$ cat config.mk
export PLATFORM = sky130hd
export DESIGN_NAME = ms_timer_scheduler_flat
export DESIGN_NICKNAME = d
export VERILOG_FILES = /design/src/rtl/ms_timer_scheduler_if.sv /design/src/rtl/ms_timer_scheduler.sv /design/src/flat_wrapper.sv
export SDC_FILE = /design/constraint.sdc
export NUM_CORES = 1
export LEC_CHECK = 0
export ABC_CLOCK_PERIOD_IN_PS = 4400
export BUFFER_PORTS_ARGS = -buffer_cell sky130_fd_sc_hd__buf_2
export CORE_MARGIN = 2
export CORE_UTILIZATION = 58
export DETAILED_ROUTE_END_ITERATION = 10
export HOLD_SLACK_MARGIN = 0.06
export PLACE_DENSITY = 0.77
export SLEW_MARGIN = 20
export SYNTH_ARGS = -nofsm -noshare
export SYNTH_HDL_FRONTEND = slang
export SYNTH_SLANG_ARGS = --single-unit
export TNS_END_PERCENT = 1
$ cat constraint.sdc
create_clock -name clk -period 4.4 [get_ports clk]
set_input_delay 0.88 -clock clk [delete_from_list [all_inputs] [get_ports clk]]
set_output_delay 0.88 -clock clk [all_outputs]
set_load 0.1 [all_outputs]
$ cat src/rtl/ms_timer_scheduler_if.sv
// Request/response bundle between requesters and the ms timer scheduler.
// MS_TIMER_SCHED_PERIODIC_EN adds the per-channel periodic flag.
interface ms_timer_scheduler_if #(
  parameter int NCH = 4,
  parameter int DW  = 16
);
  logic [NCH-1:0]         req;
  logic [NCH-1:0][DW-1:0] req_delay;
  logic [NCH-1:0]         cancel;
`ifdef MS_TIMER_SCHED_PERIODIC_EN
  logic [NCH-1:0]         req_periodic;
`endif
  logic [NCH-1:0]         gnt;
  logic [NCH-1:0]         busy;
  logic [NCH-1:0]         expire;

  modport master (
    output req, req_delay, cancel,
`ifdef MS_TIMER_SCHED_PERIODIC_EN
    output req_periodic,
`endif
    input  gnt, busy, expire
  );

  modport slave (
    input  req, req_delay, cancel,
`ifdef MS_TIMER_SCHED_PERIODIC_EN
    input  req_periodic,
`endif
    output gnt, busy, expire
  );
endinterface

$ cat src/rtl/ms_timer_scheduler.sv
// Multi-channel 1 ms countdown timers behind a round-robin load arbiter.
// Optional MS_TIMER_SCHED_PERIODIC_EN makes channels auto-reload on expiry.
module ms_timer_chan #(
  parameter int DW = 16
) (
  input  logic          clk,
  input  logic          reset,
  input  logic          tick,
  input  logic          load,
  input  logic          cancel,
  input  logic [DW-1:0] delay,
`ifdef MS_TIMER_SCHED_PERIODIC_EN
  input  logic          periodic,
`endif
  output logic          busy,
  output logic          expire
);
  logic [DW-1:0] cnt_q, cnt_d;
  logic          busy_q, busy_d;
  logic          exp_q, exp_d;
`ifdef MS_TIMER_SCHED_PERIODIC_EN
  logic [DW-1:0] rel_q, rel_d;
  logic          per_q, per_d;
`endif

  // cancel beats load beats tick
  always_comb begin
    cnt_d  = cnt_q;
    busy_d = busy_q;
    exp_d  = 1'b0;
`ifdef MS_TIMER_SCHED_PERIODIC_EN
    rel_d  = rel_q;
    per_d  = per_q;
`endif
    if (cancel) begin
      cnt_d  = '0;
      busy_d = 1'b0;
`ifdef MS_TIMER_SCHED_PERIODIC_EN
      per_d  = 1'b0;
`endif
    end else if (load) begin
      cnt_d  = delay;
      busy_d = (delay != '0);
      exp_d  = (delay == '0);
`ifdef MS_TIMER_SCHED_PERIODIC_EN
      rel_d  = delay;
      per_d  = periodic && (delay != '0);
`endif
    end else if (busy_q && tick) begin
      if (cnt_q == DW'(1)) begin
        exp_d = 1'b1;
`ifdef MS_TIMER_SCHED_PERIODIC_EN
        if (per_q) begin
          cnt_d = rel_q;
        end else begin
          cnt_d  = '0;
          busy_d = 1'b0;
        end
`else
        cnt_d  = '0;
        busy_d = 1'b0;
`endif
      end else begin
        cnt_d = cnt_q - DW'(1);
      end
    end
  end

  always_ff @(posedge clk or posedge reset) begin
    if (reset) begin
      cnt_q  <= '0;
      busy_q <= 1'b0;
      exp_q  <= 1'b0;
`ifdef MS_TIMER_SCHED_PERIODIC_EN
      rel_q  <= '0;
      per_q  <= 1'b0;
`endif
    end else begin
      cnt_q  <= cnt_d;
      busy_q <= busy_d;
      exp_q  <= exp_d;
`ifdef MS_TIMER_SCHED_PERIODIC_EN
      rel_q  <= rel_d;
      per_q  <= per_d;
`endif
    end
  end

  assign busy   = busy_q;
  assign expire = exp_q;
endmodule

module ms_timer_scheduler #(
  parameter int NCH = 4,
  parameter int DW  = 16
) (
  input  logic                clk,
  input  logic                reset,
  input  logic                tick_1ms,
  ms_timer_scheduler_if.slave bus
);
  localparam int PW = (NCH > 1) ? $clog2(NCH) : 1;

  logic [PW-1:0]  ptr_q, ptr_d;
  logic [NCH-1:0] gnt_q, gnt_d;
  logic [NCH-1:0] elig;
  logic [NCH-1:0] busy_w, exp_w;

  // A channel granted last cycle sits out one cycle, so grants to it are >= 2 clks apart.
  always_comb begin
    int idx;
    elig  = bus.req & ~bus.cancel & ~gnt_q;
    gnt_d = '0;
    ptr_d = ptr_q;
    idx   = 0;
    for (int k = 1; k <= NCH; k++) begin
      idx = int'(ptr_q) + k;
      if (idx >= NCH) idx = idx - NCH;
      if (gnt_d == '0 && elig[PW'(idx)]) begin
        gnt_d[PW'(idx)] = 1'b1;
        ptr_d           = PW'(idx);
      end
    end
  end

  always_ff @(posedge clk or posedge reset) begin
    if (reset) begin
      ptr_q <= PW'(NCH - 1);
      gnt_q <= '0;
    end else begin
      ptr_q <= ptr_d;
      gnt_q <= gnt_d;
    end
  end

  for (genvar i = 0; i < NCH; i++) begin : g_ch
    ms_timer_chan #(.DW(DW)) u_ch (
      .clk      (clk),
      .reset    (reset),
      .tick     (tick_1ms),
      .load     (gnt_d[i]),
      .cancel   (bus.cancel[i]),
      .delay    (bus.req_delay[i]),
`ifdef MS_TIMER_SCHED_PERIODIC_EN
      .periodic (bus.req_periodic[i]),
`endif
      .busy     (busy_w[i]),
      .expire   (exp_w[i])
    );
  end

  assign bus.gnt    = gnt_q;
  assign bus.busy   = busy_w;
  assign bus.expire = exp_w;
endmodule

$ cat src/flat_wrapper.sv
// flat-port wrapper written by rule: the top's interface ports become plain ports
module ms_timer_scheduler_flat 
#(
  parameter int NCH = 4,
  parameter int DW  = 16
)
  (clk, reset, tick_1ms, bus_req, bus_req_delay, bus_cancel, bus_gnt, bus_busy, bus_expire);
  ms_timer_scheduler_if #(.NCH(NCH), .DW(DW)) bus_i ();
  input  logic clk;
  input  logic reset;
  input  logic tick_1ms;
  input wire logic [$bits(bus_i.req)-1:0] bus_req;
  input wire logic [$bits(bus_i.req_delay)-1:0] bus_req_delay;
  input wire logic [$bits(bus_i.cancel)-1:0] bus_cancel;
  output wire logic [$bits(bus_i.gnt)-1:0] bus_gnt;
  output wire logic [$bits(bus_i.busy)-1:0] bus_busy;
  output wire logic [$bits(bus_i.expire)-1:0] bus_expire;
  assign bus_i.req = bus_req;
  assign bus_i.req_delay = bus_req_delay;
  assign bus_i.cancel = bus_cancel;
  assign bus_gnt = bus_i.gnt;
  assign bus_busy = bus_i.busy;
  assign bus_expire = bus_i.expire;
  ms_timer_scheduler #(.NCH(NCH), .DW(DW)) u_core (.clk(clk), .reset(reset), .tick_1ms(tick_1ms), .bus(bus_i));
endmodule
==> results.cfg <==
[grt]
grt.total_usage_pct = 28.87
gr-total-overflow = 0
grt_antenna_before_repair = 0
grt_max_degree = 46
grt_pass1_vias = 5125
grt_first_pass_wirelength_um = 24200

[synthesis]
synth-seq-area-share_pct = 34.07
yosys.area_share.simple_pct = 30.38
synthMuxAreaShare_pct = 1.418
synth_top_family_by_area = simple AND/OR/NAND/NOR gates
synth_xor_area_share_pct = 0.3053
synth-edff-count = 0
ys_ff_latch = 78
synth_cells = 696
ys_dominant_reg_cell = dfrtp_1
yosysWarnings = 0
yosysUniqueCellTypes = 77
ys_async_sr_fraction_pct = 100.0
synth_fa_ha_area_share_pct = 3.490
synth_area_per_cell_um2 = 8.242
synth_fp_nets = 787
synth-compound-area-share_pct = 24.78
synth.cell_area_um2 = 5737

[setup_path]
rr_worst_depth = 10
crit_path_top_delay_cell = a41oi_4
cp_max_fo = 36
worstReg2RegStart = u_core.ptr_q[0]$_DFFE_PP1P_
critPathBufInv = 1
cp_top_family = compound AO/OA/AOI/OAI gates
regToRegSetupSlack_ns = 0.50
cp.arrival_ns = 4.18
path_cells = inv_1, ha_1, o21ai_0, a21oi_2, nor3_2, a41oi_1, and4bb_4, a41oi_4, nor2_1, a311oi_1
worstSetupPathType = reg2reg
cpPeakStageDelay_ns = 0.80
worst_ep_required_time_ns = 4.68
cp.depth = 10
cp-end-kind = flip-flop
startpoint = u_core.ptr_q[0]$_DFFE_PP1P_
reg2reg_to = u_core.g_ch[2].u_ch.cnt_q[2]$_DFFE_PP0P_
cp-start-kind = flip-flop
crit_end = u_core.g_ch[2].u_ch.cnt_q[2]$_DFFE_PP0P_

[timing]
period_share_pct = 88.66
slew_viol_final = 0
maxSlewHeadroom_pct = 37.24
setup_viol = 0
hold_ws_ns = 0.5704
clock.fmax_ghz = 0.2563
tightestPinTransition_ns = 0.9384
fin_crit_ns = 3.901
rsz0062_at_grt = no
fin_skew_ns = 0.008485
fin_setup_tns_ns = 0
hold_viol_final = 0

[route]
ant_nets = 0
vias_per_cell = 6.344
wl_um = 14730
drtPass1Iterations = 5
drt-initial-drc-count = 306
drc = 0
vias = 5665
routedWlPerCell_um = 16.50

[cells_and_area]
drive_above_1_share_pct = 19.87
design_area_um2 = 6334
diodes = 0
final_nets = 846
final_common_cell = nor2_1
layout_common_cells = nor2_1 (110), buf_2 (86), dfrtp_1 (76)
synthToLayoutAreaGrowth_pct = 10.40
final_cells = 893

[cts]
cts_tree = done
clockRootBuffer = clkbuf_8
cts.clk_slew.worst_paths_ns = 0.09
htree_levels = 3
clk_latency_ns = 0.39
cts_resized = 0
cts_setup_buffers = 0
clock-sinks = 78
cts.path.max_buffers = 2
ctsHoldBuffers = 0
numCtsBuffers = 9

[placement]
dpl_cell_area_um2 = 6128
dp_hpwl_um = 10560
routabilityCongestion = 0.9745
place_inst = 877
port_buffers = 86

[floorplan]
fp.dieH_um = 103.5
rows = 36
fp.coreArea_um2 = 9684
die_area_um2 = 10700
start_util_pct = 59.24
ios = 87
die_x_um = 103.5

[hold_path]
hold_class = reg2reg

[power]
finalPower_mw = 5.044
p_per_area_nw_per_um2 = 796.4
ir_worst_vdd_mv = 0.5150
p_leak_nw = 2.694

[job]
cap_violations = 0

[status]
status = completed
==> metrics by stage <==
step / util [%] / setup slack [ns]
2_1_floorplan: - / 1.067
3_5_place_dp: 63.28 / 0.4541
6_report: 65.40 / 0.4990
5_1_grt: 65.40 / 0.1387
3_3_place_gp: 63.28 / 0.5368
4_1_cts: 65.34 / 0.5504
==> worst min path at each step <==
stage                                              startpoint                                   endpoint  slack [ns]  cells past startpoint
global route             u_core.g_ch[1].u_ch.busy$_DFFE_PP0P_       u_core.g_ch[1].u_ch.busy$_DFFE_PP0P_        0.60                      2
finish                   u_core.g_ch[1].u_ch.busy$_DFFE_PP0P_       u_core.g_ch[1].u_ch.busy$_DFFE_PP0P_        0.57                      2
global placement     u_core.g_ch[2].u_ch.cnt_q[5]$_DFFE_PP0P_   u_core.g_ch[2].u_ch.cnt_q[5]$_DFFE_PP0P_        0.56                      2
detailed placement       u_core.g_ch[1].u_ch.busy$_DFFE_PP0P_       u_core.g_ch[1].u_ch.busy$_DFFE_PP0P_        0.56                      2
floorplan           u_core.g_ch[1].u_ch.cnt_q[15]$_DFFE_PP0P_  u_core.g_ch[1].u_ch.cnt_q[15]$_DFFE_PP0P_        0.53                      2
CTS                      u_core.g_ch[1].u_ch.busy$_DFFE_PP0P_       u_core.g_ch[1].u_ch.busy$_DFFE_PP0P_        0.57                      2
==> layer usage <==
metal	GRT usage (%)	wire, um
met1	35.89	6303
met2	47.89	7168
met3	7.997	860
met4	10.93	402
met5	0	0
==> flip-flops by register name, indices dropped and copies added (netlist names) <==
signal,cells
u_core.bus.gnt,4
u_core.g_ch.u_ch.expire,4
u_core.g_ch.u_ch.cnt_q,64
u_core.g_ch.u_ch.busy,4
u_core.ptr_q,2
==> worst register-to-register path, delay by kind of cell, from the launching register on <==
kind | cells | cell delay, ns
DFF | 1 | 0.73
adders and majority gates | 1 | 0.48
and+or+nand+nor | 3 | 0.77
AOI/OAI and AO/OA | 5 | 1.63
buffers and inverters | 1 | 0.18
==> cell usage after synthesis, drive strengths merged, types with 7 or more instances <==
cell	count	area, um^2
a211oi	42	375.4
a21oi	51	270.3
a311oi	10	87.58
and2	8	50.05
buf	24	176.4
clkbuf	20	75.07
dfrtp	76	1902
ha	16	200.2
inv	18	67.56
mux2i	7	70.07
nand2	38	142.6
nand2b	10	62.56
nand3	24	120.1
nor2	110	412.9
nor3	37	195.2
nor3b	8	60.06
nor4	33	212.7
o21ai	56	284.0
or2	9	56.31
or3	9	56.30
or3b	7	61.31
==> where the power goes <==
group	leakage [nW]	total [mW]	switching [mW]	internal (mW)
clock network	0.102	0.559	0.284	0.275
registers	1.05	1.29	0.296	0.995
logic	1.55	3.19	2.06	1.13
total	2.69	5.04	2.64	2.40
==> cell families after synthesis <==
kind of cell / count (synthesis)
fa+ha+maj: 16
flops: 78
simple gates: 329
compound gates: 201
xor+xnor: 2
mux: 8
buf+inv: 62
==> final cells by class <==
class | count | area, um^2
inverter | 18 | 68.82
timing repair buffer | 92 | 475.5
fill | 846 | 3351
multi-input combinational | 556 | 3470
tap | 133 | 166.4
sequential | 78 | 1954
clock inverter | 6 | 61.31
clock buffer | 10 | 137.6
Power figures use the tool's default switching activity.
